<file path="src/rtl/jzjpcc_writeback_pkg.sv">
// Shared types and helpers for the writeback aligner and its load extractor.
package jzjpcc_writeback_pkg;

  typedef enum logic [1:0] {
    SIZE_B = 2'b00,
    SIZE_H = 2'b01,
    SIZE_W = 2'b10,
    SIZE_D = 2'b11
  } size_t;

  typedef enum logic [1:0] {
    IDLE       = 2'b00,
    WAIT_BEAT0 = 2'b01,
    WAIT_BEAT1 = 2'b10
  } state_t;

  localparam logic [2:0] LB  = 3'b000;
  localparam logic [2:0] LH  = 3'b001;
  localparam logic [2:0] LW  = 3'b010;
  localparam logic [2:0] LD  = 3'b011;
  localparam logic [2:0] LBU = 3'b100;
  localparam logic [2:0] LHU = 3'b101;
  localparam logic [2:0] LWU = 3'b110;

  // 3'b111 never exists; ld and lwu only exist on a 64-bit datapath.
  function automatic logic isLegalFunct3(input logic [2:0] funct3, input int xlen);
    if (funct3 == 3'b111) return 1'b0;
    if ((xlen == 32) && ((funct3 == LD) || (funct3 == LWU))) return 1'b0;
    return 1'b1;
  endfunction

  // Number of bytes moved by a load of the given size.
  function automatic logic [3:0] size_bytes(input size_t size);
    return 4'd1 << size;
  endfunction

endpackage

</file>
<file path="src/rtl/jzjpcc_writeback_aligner_if.sv">
// Memory-stage to writeback-stage bus: operation handshake plus raw data beats.
//
// Handshake: an operation transfers on a rising clock edge where in_valid and
// in_ready are both high; the master keeps every in_* field stable while
// in_valid is high and in_ready is low. The beat channel has no ready: a beat
// (mem_valid high) is consumed only while the slave is waiting for load data
// and is ignored at any other time.
interface jzjpcc_writeback_aligner_if #(
  parameter int XLEN          = 32,
  parameter int RF_ADDR_WIDTH = 5
);
  localparam int OFFW = $clog2(XLEN / 8);

  logic                     in_valid;
  logic                     in_ready;
  logic [RF_ADDR_WIDTH-1:0] in_rdAddr;
  logic                     in_rdWriteEnable;
  logic                     in_rdSource;
  logic [XLEN-1:0]          in_aluResult;
  logic [2:0]               in_funct3;
  logic [OFFW-1:0]          in_byteOffset;
  logic                     mem_valid;
  logic [XLEN-1:0]          mem_data;

  modport master (
    output in_valid, in_rdAddr, in_rdWriteEnable, in_rdSource, in_aluResult,
           in_funct3, in_byteOffset, mem_valid, mem_data,
    input  in_ready
  );

  modport slave (
    input  in_valid, in_rdAddr, in_rdWriteEnable, in_rdSource, in_aluResult,
           in_funct3, in_byteOffset, mem_valid, mem_data,
    output in_ready
  );
endinterface

</file>
<file path="src/rtl/jzjpcc_load_extract.sv">
// Combinational byte extractor: shifts {beat1, beat0} down by the byte offset,
// keeps the loaded size and sign- or zero-extends it to XLEN.
module jzjpcc_load_extract
  import jzjpcc_writeback_pkg::*;
#(
  parameter int XLEN = 32
) (
  input  logic [2*XLEN-1:0]          beats_i,
  input  logic [$clog2(XLEN/8)-1:0]  byte_offset_i,
  input  size_t                      size_i,
  input  logic                       unsigned_i,
  output logic [XLEN-1:0]            result_o
);

  logic [XLEN-1:0] shifted;
  logic [XLEN-1:0] mask;
  logic            sign;

  // Align, mask to the loaded size, then fill the upper bits with the sign or zero.
  always_comb begin
    shifted = XLEN'(beats_i >> {byte_offset_i, 3'b000});
    mask    = '0;
    sign    = 1'b0;
    case (size_i)
      SIZE_B: begin mask = XLEN'(8'hFF);         sign = shifted[7];      end
      SIZE_H: begin mask = XLEN'(16'hFFFF);      sign = shifted[15];     end
      SIZE_W: begin mask = XLEN'(32'hFFFF_FFFF); sign = shifted[31];     end
      SIZE_D: begin mask = '1;                   sign = shifted[XLEN-1]; end
    endcase
    result_o = shifted & mask;
    if (!unsigned_i && sign) result_o = result_o | ~mask;
  end

endmodule

</file>
<file path="src/rtl/jzjpcc_writeback_aligner.sv">
// Writeback stage: accepts ALU results and loads from the memory stage,
// gathers one or two data beats per load, aligns/extends them and drives a
// registered register-file write port.
module jzjpcc_writeback_aligner
  import jzjpcc_writeback_pkg::*;
#(
  parameter int XLEN             = 32,
  parameter int RF_ADDR_WIDTH    = 5,
  parameter bit ALLOW_MISALIGNED = 1'b1
) (
  input  logic                         clock,
  input  logic                         reset,
  jzjpcc_writeback_aligner_if.slave    bus,
  output logic [RF_ADDR_WIDTH-1:0]     rdAddr_writebackEnd,
  output logic [XLEN-1:0]              rd_writebackEnd,
  output logic                         rdWriteEnable_writebackEnd,
  output logic                         loadFault,
  output logic                         busy,
  output state_t                       dbg_state
);

  localparam int OFFW = $clog2(XLEN / 8);
  localparam int SUMW = OFFW + 2;

  state_t                   state_q, state_d;
  logic [XLEN-1:0]          beat0_q, beat0_d;
  logic [RF_ADDR_WIDTH-1:0] op_rd_addr_q, op_rd_addr_d;
  logic                     op_we_q, op_we_d;
  logic [2:0]               op_funct3_q, op_funct3_d;
  logic [OFFW-1:0]          op_offset_q, op_offset_d;
  logic [RF_ADDR_WIDTH-1:0] rd_addr_q, rd_addr_d;
  logic [XLEN-1:0]          rd_data_q, rd_data_d;
  logic                     rd_we_q, rd_we_d;
  logic                     fault_q, fault_d;

  logic                     accept;
  logic [2*XLEN-1:0]        beats;
  logic [XLEN-1:0]          load_value;
  logic [SUMW-1:0]          span_sum;
  logic                     spans;
  size_t                    op_size;

  assign bus.in_ready = (state_q == IDLE) & ~reset;
  assign busy         = ~bus.in_ready;
  assign accept       = bus.in_valid & bus.in_ready;
  assign dbg_state    = state_q;

  assign rdAddr_writebackEnd        = rd_addr_q;
  assign rd_writebackEnd            = rd_data_q;
  assign rdWriteEnable_writebackEnd = rd_we_q;
  assign loadFault                  = fault_q;

  assign op_size  = size_t'(op_funct3_q[1:0]);
  assign span_sum = SUMW'(op_offset_q) + SUMW'(size_bytes(op_size));
  assign spans    = span_sum > SUMW'(XLEN / 8);

  // Second beat supplies the high bytes; for a single-beat load the upper half is never selected.
  assign beats = (state_q == WAIT_BEAT1) ? {bus.mem_data, beat0_q} : {bus.mem_data, bus.mem_data};

  jzjpcc_load_extract #(.XLEN(XLEN)) u_extract (
    .beats_i       (beats),
    .byte_offset_i (op_offset_q),
    .size_i        (op_size),
    .unsigned_i    (op_funct3_q[2]),
    .result_o      (load_value)
  );

  // Next-state and next-output logic; strobes default low every cycle.
  always_comb begin
    state_d      = state_q;
    beat0_d      = beat0_q;
    op_rd_addr_d = op_rd_addr_q;
    op_we_d      = op_we_q;
    op_funct3_d  = op_funct3_q;
    op_offset_d  = op_offset_q;
    rd_addr_d    = rd_addr_q;
    rd_data_d    = rd_data_q;
    rd_we_d      = 1'b0;
    fault_d      = 1'b0;
    case (state_q)
      IDLE: begin
        if (accept) begin
          op_rd_addr_d = bus.in_rdAddr;
          op_we_d      = bus.in_rdWriteEnable;
          op_funct3_d  = bus.in_funct3;
          op_offset_d  = bus.in_byteOffset;
          if (!bus.in_rdSource) begin
            rd_addr_d = bus.in_rdAddr;
            rd_data_d = bus.in_aluResult;
            rd_we_d   = bus.in_rdWriteEnable & (bus.in_rdAddr != '0);
          end else if (!isLegalFunct3(bus.in_funct3, XLEN)) begin
            fault_d = 1'b1;
          end else begin
            state_d = WAIT_BEAT0;
          end
        end
      end
      WAIT_BEAT0: begin
        if (bus.mem_valid) begin
          if (!spans) begin
            rd_addr_d = op_rd_addr_q;
            rd_data_d = load_value;
            rd_we_d   = op_we_q & (op_rd_addr_q != '0);
            state_d   = IDLE;
          end else if (ALLOW_MISALIGNED) begin
            beat0_d = bus.mem_data;
            state_d = WAIT_BEAT1;
          end else begin
            fault_d = 1'b1;
            state_d = IDLE;
          end
        end
      end
      WAIT_BEAT1: begin
        if (bus.mem_valid) begin
          rd_addr_d = op_rd_addr_q;
          rd_data_d = load_value;
          rd_we_d   = op_we_q & (op_rd_addr_q != '0);
          state_d   = IDLE;
        end
      end
      default: state_d = IDLE;
    endcase
  end

  // State, operation register and registered write port.
  always_ff @(posedge clock) begin
    if (reset) begin
      state_q      <= IDLE;
      beat0_q      <= '0;
      op_rd_addr_q <= '0;
      op_we_q      <= 1'b0;
      op_funct3_q  <= '0;
      op_offset_q  <= '0;
      rd_addr_q    <= '0;
      rd_data_q    <= '0;
      rd_we_q      <= 1'b0;
      fault_q      <= 1'b0;
    end else begin
      state_q      <= state_d;
      beat0_q      <= beat0_d;
      op_rd_addr_q <= op_rd_addr_d;
      op_we_q      <= op_we_d;
      op_funct3_q  <= op_funct3_d;
      op_offset_q  <= op_offset_d;
      rd_addr_q    <= rd_addr_d;
      rd_data_q    <= rd_data_d;
      rd_we_q      <= rd_we_d;
      fault_q      <= fault_d;
    end
  end

endmodule

</file>
<file path="src/flat_wrapper.sv">
// flat-port wrapper written by rule: the top's interface ports become plain ports
module jzjpcc_writeback_aligner_flat import jzjpcc_writeback_pkg::*;
#(
  parameter int XLEN             = 32,
  parameter int RF_ADDR_WIDTH    = 5,
  parameter bit ALLOW_MISALIGNED = 1'b1
)
  (clock, reset, rdAddr_writebackEnd, rd_writebackEnd, rdWriteEnable_writebackEnd, loadFault, busy, dbg_state, bus_in_valid, bus_in_rdAddr, bus_in_rdWriteEnable, bus_in_rdSource, bus_in_aluResult, bus_in_funct3, bus_in_byteOffset, bus_mem_valid, bus_mem_data, bus_in_ready);
  jzjpcc_writeback_aligner_if #(.XLEN(XLEN), .RF_ADDR_WIDTH(RF_ADDR_WIDTH)) bus_i ();
  input  logic clock;
  input  logic reset;
  output logic [RF_ADDR_WIDTH-1:0] rdAddr_writebackEnd;
  output logic [XLEN-1:0] rd_writebackEnd;
  output logic rdWriteEnable_writebackEnd;
  output logic loadFault;
  output logic busy;
  output state_t dbg_state;
  input wire logic [$bits(bus_i.in_valid)-1:0] bus_in_valid;
  input wire logic [$bits(bus_i.in_rdAddr)-1:0] bus_in_rdAddr;
  input wire logic [$bits(bus_i.in_rdWriteEnable)-1:0] bus_in_rdWriteEnable;
  input wire logic [$bits(bus_i.in_rdSource)-1:0] bus_in_rdSource;
  input wire logic [$bits(bus_i.in_aluResult)-1:0] bus_in_aluResult;
  input wire logic [$bits(bus_i.in_funct3)-1:0] bus_in_funct3;
  input wire logic [$bits(bus_i.in_byteOffset)-1:0] bus_in_byteOffset;
  input wire logic [$bits(bus_i.mem_valid)-1:0] bus_mem_valid;
  input wire logic [$bits(bus_i.mem_data)-1:0] bus_mem_data;
  output wire logic [$bits(bus_i.in_ready)-1:0] bus_in_ready;
  assign bus_i.in_valid = bus_in_valid;
  assign bus_i.in_rdAddr = bus_in_rdAddr;
  assign bus_i.in_rdWriteEnable = bus_in_rdWriteEnable;
  assign bus_i.in_rdSource = bus_in_rdSource;
  assign bus_i.in_aluResult = bus_in_aluResult;
  assign bus_i.in_funct3 = bus_in_funct3;
  assign bus_i.in_byteOffset = bus_in_byteOffset;
  assign bus_i.mem_valid = bus_mem_valid;
  assign bus_i.mem_data = bus_mem_data;
  assign bus_in_ready = bus_i.in_ready;
  jzjpcc_writeback_aligner #(.XLEN(XLEN), .RF_ADDR_WIDTH(RF_ADDR_WIDTH), .ALLOW_MISALIGNED(ALLOW_MISALIGNED)) u_core (.clock(clock), .reset(reset), .bus(bus_i), .rdAddr_writebackEnd(rdAddr_writebackEnd), .rd_writebackEnd(rd_writebackEnd), .rdWriteEnable_writebackEnd(rdWriteEnable_writebackEnd), .loadFault(loadFault), .busy(busy), .dbg_state(dbg_state));
endmodule
</file>
<file path="config.mk">
export PLATFORM = sky130hd
export DESIGN_NAME = jzjpcc_writeback_aligner_flat
export DESIGN_NICKNAME = d
export VERILOG_FILES = /design/src/rtl/jzjpcc_writeback_pkg.sv /design/src/rtl/jzjpcc_writeback_aligner_if.sv /design/src/rtl/jzjpcc_load_extract.sv /design/src/rtl/jzjpcc_writeback_aligner.sv /design/src/flat_wrapper.sv
export SDC_FILE = /design/constraint.sdc
export NUM_CORES = 1
export LEC_CHECK = 0
export BUFFER_PORTS_ARGS = -buffer_cell sky130_fd_sc_hd__buf_4
export CAP_MARGIN = 20
export CORE_UTILIZATION = 58
export DETAILED_ROUTE_END_ITERATION = 7
export PLACE_DENSITY = 0.86
export SETUP_SLACK_MARGIN = 0.4
export SLEW_MARGIN = 20
export SYNTH_ARGS = -nofsm -noshare
export SYNTH_HDL_FRONTEND = slang
export SYNTH_SLANG_ARGS = --single-unit
</file>
<file path="constraint.sdc">
create_clock -name clock -period 5.4 [get_ports clock]
set_input_delay 0.81 -clock clock [delete_from_list [all_inputs] [get_ports clock]]
set_output_delay 0.81 -clock clock [all_outputs]
set_load 0.1 [all_outputs]
</file>
==> results.cfg, run 1 <==
[yosys]
syn_area_um2 = 4817
synth_top_family_by_area = compound AO/OA/AOI/OAI gates
yosys_warnings = 0
muxShareOfSynthArea = 0.1449
yosys.area_share.simple = 0.1951
synth_ff_type = dfxtp_1
synth_edf_count = 0
synth_seq_area_share = 0.3491
synthArstFlopShare = 0
synth_seq_cells = 84
synth_nets = 676
synth_cell_type_count = 51
syn_inst = 589
yosysTopAreaCellShare = 0.3491
synth_compound_area_frac = 0.2369
synth_xor_xnor_area_share = 0.001818
avgSynthCellArea_um2 = 8.178
yosysTopAreaCell = dfxtp_1
synthAdderAreaFrac = 0.01974
synth.area.top_cells = dfxtp_1 35%, nand2_1 10%, a21oi_1 7.3%

[power]
internal_power_mw = 1.089
p_comb_frac = 0.302
switching_power_mw = 0.6342
switching_share = 0.3680
clkPwrFrac = 0.303
finalPower_mw = 1.723
power.share.sequential = 0.394
p_leak_nw = 2.226
pwr_density_cell_nw_per_um2 = 290.2
irDropWorstVdd_mv = 0.1637

[cells_and_area]
regArea_um2 = 1682
antennaDiodeCount = 0
fin_cells = 786
syn_to_final_growth_pct = 23.27
fin_nets = 766
mostFrequentLayoutCells = 131 x nand2_1, 129 x buf_4, 84 x dfxtp_1
multi_input_area_um2 = 2899
layout_commonest_cell = nand2_1
nFillCells = 582
drive_above_1_share = 0.2778

[clock_network]
cts.clk_slew.worst_paths_ns = 0.09
post_cts_buffers = 0
clockRootBuffer = clkbuf_8
htree_num_levels = 3
numCtsBuffers = 9
cts_resized = 0
cts_tree = done
clock_latency_ns = 0.36
clockBufferDepth = 2
cts_sinks = 84
cts_hold_buf = 0

[sta]
setup_violations = 0
worst_slew_pin_slew_ns = 0.9185
fin_ws_ns = 1.745
hold_violations = 0
finalCritPeriodShare = 0.6769
worst_hold_slack_ns = 0.4561
period_needed_ns = 3.655
clock_skew_ns = 0.01271
slew_viol_final = 0
tns_ns = 0
rsz0062_at_grt = false
slew_headroom = 0.3799
fmax_ghz = 0.2736

[critical_path]
critPathTopFamily = simple AND/OR/NAND/NOR gates
worst_setup_path_start_kind = register
arrival_ns = 3.85
cp.required_ns = 5.59
r2r_cells = 9
critPathMaxStageDelay_ns = 0.57
worst-r2r-setup-slack_ns = 1.74
crit_start = u_core.op_funct3_q[1]$_SDFFE_PP0P_
critPathKind = register to register
reg2reg_from = u_core.op_funct3_q[1]$_SDFFE_PP0P_
critPathCaptureType = register
crit_path_top_delay_cell = nor2_1
crit_chain = nor2_1, ha_1, fa_1, o21ai_0, o22ai_2, or2_0, buf_4, nor3_4, a211oi_1
cp_max_fo = 31
critical_path_buf_inv_count = 1
r2r-end = u_core.rd_writebackEnd[18]$_SDFFE_PP0P_

[routing]
dr_total_vias = 4954
drt_first_pass_iters = 6
first_iter_violations = 474
ant_nets = 0
wirelength_mm = 14.65
avgViaCountPerCell = 6.303
post_drt_wl_per_cell_um = 18.64
drc = 0

[global_route]
grt_max_degree = 87
grt_overflow_total = 0
grt_pass1_vias = 4549
antenna_found_initial = 0
grt.total_usage = 0.3462
grt_pass1_wl_mm = 23.19

[run]
cap_violations = 0

[place]
gp_congestion = 0.9631
dp_hpwl_mm = 10.40
dp.cells = 770
dp_slack_ns = 1.454
port_buffers = 122

[die]
initial_core_util = 0.6107
rows = 32
dieWidth_um = 93.14
ios = 123
die_h_um = 93.14
core_area_um2 = 7888
dieArea_um2 = 8674

[worst_hold_path]
hold-path-endpoint = u_core.beat0_q[2]$_SDFFE_PP0P_
hold_start = u_core.beat0_q[2]$_SDFFE_PP0P_
min_path_cells = 2
hold_class = register to register

[run_status]
outcome = finished, final reports clean
per-stage QoR:
stage | area [µm²] | utilization
global placement | 5690 | 0.7214
CTS | 5922 | 0.7508
floorplan | 4817 | -
detailed placement | 5690 | 0.7214
global route | 5938 | 0.7529
finish | 5938 | 0.7529
registers in the layout, summed over array words and instances, names as in the netlist:
signal,flops
u_core.op_offset_q,2
u_core.rd_writebackEnd,32
u_core.op_we_q,1
u_core.loadFault,1
u_core.rdAddr_writebackEnd,5
u_core.op_rd_addr_q,5
u_core.dbg_state,2
u_core.beat0_q,32
u_core.rdWriteEnable_writebackEnd,1
u_core.op_funct3_q,3
worst reg2reg max path, stage by stage, from the launching register on:
cell and delay [ns]:
dfxtp_1 0.48, nor2_1 0.57, ha_1 0.30, fa_1 0.44, o21ai_0 0.23, o22ai_2 0.27, or2_0 0.29, buf_4 0.24
nor3_4 0.50, a211oi_1 0.18
how the worst max path moves through the flow:
stage	end	slack, ns	depth (start not counted)
2_1_floorplan	bus_in_ready	1.66	4
3_3_place_gp	u_core.beat0_q[26]$_SDFFE_PP0P_	1.68	9
3_5_place_dp	u_core.rd_writebackEnd[25]$_SDFFE_PP0P_	1.45	8
4_1_cts	u_core.rd_writebackEnd[25]$_SDFFE_PP0P_	1.34	8
5_1_grt	u_core.rd_writebackEnd[26]$_SDFFE_PP0P_	1.44	9
6_report	u_core.rd_writebackEnd[18]$_SDFFE_PP0P_	1.74	9
power groups by stage:
stage               registers, mW  logic (mW)  clock network, mW
global route                0.683       0.549              0.556
CTS                         0.678       0.513              0.529
finish                      0.679       0.521              0.523
detailed placement          0.693       0.511                  0
floorplan                   0.849       0.207                  0
global placement            0.691       0.504                  0
Yosys cell counts (2+ instances only):
cell type,number
nand2_1,131
o221ai_1,8
or4_1,2
o211ai_1,15
ha_1,6
buf_2,10
a221oi_1,14
buf_6,2
o311ai_0,7
o31ai_1,3
dfxtp_1,84
mux4_2,15
nor3_1,14
o21ai_0,18
mux2i_1,9
inv_1,7
nor2b_1,3
nand2b_1,18
buf_1,3
mux2_2,24
a22oi_1,8
clkbuf_1,33
a21oi_1,70
buf_4,2
a211oi_1,17
o22ai_1,3
nor2_1,39
cell families after synthesis:
| logic type | count (synthesis) |
|---|---|
| buffers and inverters | 58 |
| DFF | 84 |
| xor gates and xnor gates | 1 |
| AOI/OAI and AO/OA | 173 |
| and+or+nand+nor | 218 |
| muxes | 48 |
| adders and majority gates | 7 |
layout make-up:
type,instances,share of cell area
clock buffers,10,0.02318
flip-flops and latches,84,0.2832
well taps,102,0.02149
multi-input cells,447,0.4882
repair buffers,129,0.1631
clock inverters,6,0.01580
inverters,8,0.005057
metal layers:
layer  vias up  track usage  wire (µm)
met5         -            0          0
met4         0      0.08718        266
met3        25       0.1260       1746
met2       312       0.5368       6727
met1      2311       0.4575       5913
li1       2306            -          -
Power figures use the tool's default switching activity.
==> run 2, diff against run 1 <==
--- a/config.mk
+++ b/config.mk
@@ -7,9 +7,9 @@
 export LEC_CHECK = 0
 export BUFFER_PORTS_ARGS = -buffer_cell sky130_fd_sc_hd__buf_4
 export CAP_MARGIN = 20
-export CORE_UTILIZATION = 58
+export CORE_UTILIZATION = 54
 export DETAILED_ROUTE_END_ITERATION = 7
-export PLACE_DENSITY = 0.86
+export PLACE_DENSITY = 0.81
 export SETUP_SLACK_MARGIN = 0.4
 export SLEW_MARGIN = 20
 export SYNTH_ARGS = -nofsm -noshare
==> constraint.sdc (replaced) <==
create_clock -name clock -period 3.52 [get_ports clock]
set_input_delay 0.528 -clock clock [delete_from_list [all_inputs] [get_ports clock]]
set_output_delay 0.528 -clock clock [all_outputs]
set_load 0.1 [all_outputs]
==> run 2 against run 1 <==
Against the previous run:
- count of clock-buffer cells in the layout is 1 higher
- power increased by 54%
- clock power rose by 51%
- core utilization decreased by 5.6 points
- combinational power is 58% higher
- first-iteration DRC count down 15%
- register-to-register slack got worse by 1.1 ns
- non-clock buffer count rose by 15
- clock skew increased by 0.0012 ns
- final area is 1.9% higher
- wire length is 0.68% higher
- final cell count is 2.7% higher
- critical path type unchanged
- critical endpoint is now u_core.rd_writebackEnd[25]$_SDFFE_PP0P_
- largest power group unchanged
==> results.cfg, run 2 (synthesis results as in run 1) <==
[sta]
finalCritPeriodShare = 0.8281
clock_skew_ns = 0.01392
rsz0062_at_grt = false
period_needed_ns = 2.915
hold_violations = 0
slew_viol_final = 0
setup_violations = 0
fmax_ghz = 0.3431
tns_ns = 0
slew_headroom = 0.4133
worst_slew_pin_slew_ns = 0.8800

[routing]
post_drt_wl_per_cell_um = 18.28
drt-met1-wl_mm = 6.416
wirelength_mm = 14.75
ant_nets = 0
avgViaCountPerCell = 6.159
first_iter_violations = 402
drt_first_pass_iters = 5
drc = 0
top_layer = met4
wl_met2_mm = 6.800
wl_met3_mm = 1.291
dr_total_vias = 4970

[cells_and_area]
mostFrequentLayoutCells = 143 x buf_4, 131 x nand2_1, 83 x dfxtp_1
fin_nets = 781
antennaDiodeCount = 0
final_util = 0.6972
syn_to_final_growth_pct = 25.61
drive_above_1_share = 0.2918
layout_commonest_cell = buf_4

[critical_path]
cp.required_ns = 3.76
worst_setup_path_start_kind = register
critPathKind = register to register
critPathCaptureType = register
reg2reg_from = u_core.op_funct3_q[0]$_SDFFE_PP0P_
r2r-end = u_core.rd_writebackEnd[25]$_SDFFE_PP0P_
cp_max_fo = 15
r2r_cells = 10
worst-r2r-setup-slack_ns = 0.60
arrival_ns = 3.16

[die]
ios = 123
die_h_um = 96.45
dieArea_um2 = 9303
core_area_um2 = 8678
initial_core_util = 0.5551
dieWidth_um = 96.45
rows = 34

[clock_network]
clock_latency_ns = 0.35
cts_tree = done
clockRootBuffer = clkbuf_8
numCtsBuffers = 9
cts_sinks = 84
clockBufferDepth = 2
cts_resized = 0
cts.clk_slew.worst_paths_ns = 0.09
htree_num_levels = 3

[worst_hold_path]
hold_class = primary input to register
hold_start = bus_in_byteOffset[1]
hold-path-endpoint = u_core.op_offset_q[1]$_SDFFE_PP0P_
min_path_cells = 3

[power]
irDropWorstVdd_mv = 0.2477
pwr_density_cell_nw_per_um2 = 437.8
p_leak_nw = 2.300

[place]
port_buffers = 122
dp_hpwl_mm = 10.66
gp_congestion = 0.9694

[global_route]
grt_pass1_wl_mm = 22.73
grt_max_degree = 86
grt_overflow_total = 0
antenna_found_initial = 0
grt.total_usage = 0.3206
grt_pass1_vias = 4517

[run_status]
outcome = finished, final reports clean

[run]
cap_violations = 0
==> run 2: worst max-delay path, stage by stage, from the launching register on <==
cell      delay, ns
dfxtp_1        0.44
nor2_1         0.11
ha_1           0.24
fa_1           0.49
o21ai_0        0.19
o22ai_1        0.13
buf_4          0.19
nor2_2         0.32
buf_4          0.27
o21ai_0        0.13
a221oi_1       0.32
==> run 2: worst max path at each step <==
| stage | startpoint | to | slack (ns) | cells after the start |
|---|---|---|---|---|
| 2_1_floorplan | u_core.dbg_state[1]$_SDFFE_PP0P_ | u_core.rd_writebackEnd[29]$_SDFFE_PP0P_ | 0.47 | 8 |
| 3_3_place_gp | u_core.op_funct3_q[1]$_SDFFE_PP0P_ | u_core.rd_writebackEnd[27]$_SDFFE_PP0P_ | 0.67 | 10 |
| 3_5_place_dp | u_core.op_funct3_q[0]$_SDFFE_PP0P_ | u_core.rd_writebackEnd[26]$_SDFFE_PP0P_ | 0.51 | 10 |
| 4_1_cts | u_core.op_funct3_q[0]$_SDFFE_PP0P_ | u_core.rd_writebackEnd[25]$_SDFFE_PP0P_ | 0.51 | 10 |
| 5_1_grt | u_core.op_funct3_q[1]$_SDFFE_PP0P_ | u_core.rd_writebackEnd[25]$_SDFFE_PP0P_ | 0.44 | 10 |
| 6_report | u_core.op_funct3_q[0]$_SDFFE_PP0P_ | u_core.rd_writebackEnd[25]$_SDFFE_PP0P_ | 0.60 | 10 |
==> run 2: cell type report <==
cell class / instances / area [µm²]
multi-input combinational: 447 / 2885
fill: 724 / 2628
sequential: 84 / 1683
timing repair buffer: 144 / 1094
clock buffer: 11 / 141.4
tap: 108 / 135.1
clock inverter: 5 / 82.58
inverter: 8 / 30.03
==> run 2: what timing repair did <==
item | 4_1_cts | 5_1_grt
setup buffers | 0 | 1
hold buffers | 0 | 0
setup endpoints to repair | 0 | 15
==> run 2: power breakdown <==
part | internal (mW) | switching, mW
clock network | 0.423 | 0.369
registers | 1.00 | 0.0324
logic | 0.260 | 0.565
==> run 2: per-stage QoR <==
step / total power, mW / hold slack, ns / cell area (µm²) / setup slack [ns] / instances
global placement: 1.852 / 0.4392 / 5807 / 0.6705 / 790
floorplan: 1.622 / 0.4329 / 4821 / 0.4741 / 589
global route: 2.741 / 0.3758 / 6051 / 0.4433 / 807
CTS: 2.641 / 0.3703 / 6031 / 0.5123 / 806
detailed placement: 1.866 / 0.4436 / 5807 / 0.5112 / 790
finish: 2.649 / 0.3742 / 6051 / 0.6050 / 807
==> run 2: routing by layer <==
metal	track usage	up-vias
li1	-	2336
met1	0.4546	2334
met2	0.4988	278
met3	0.04304	22
met4	0.1140	0
met5	0	-
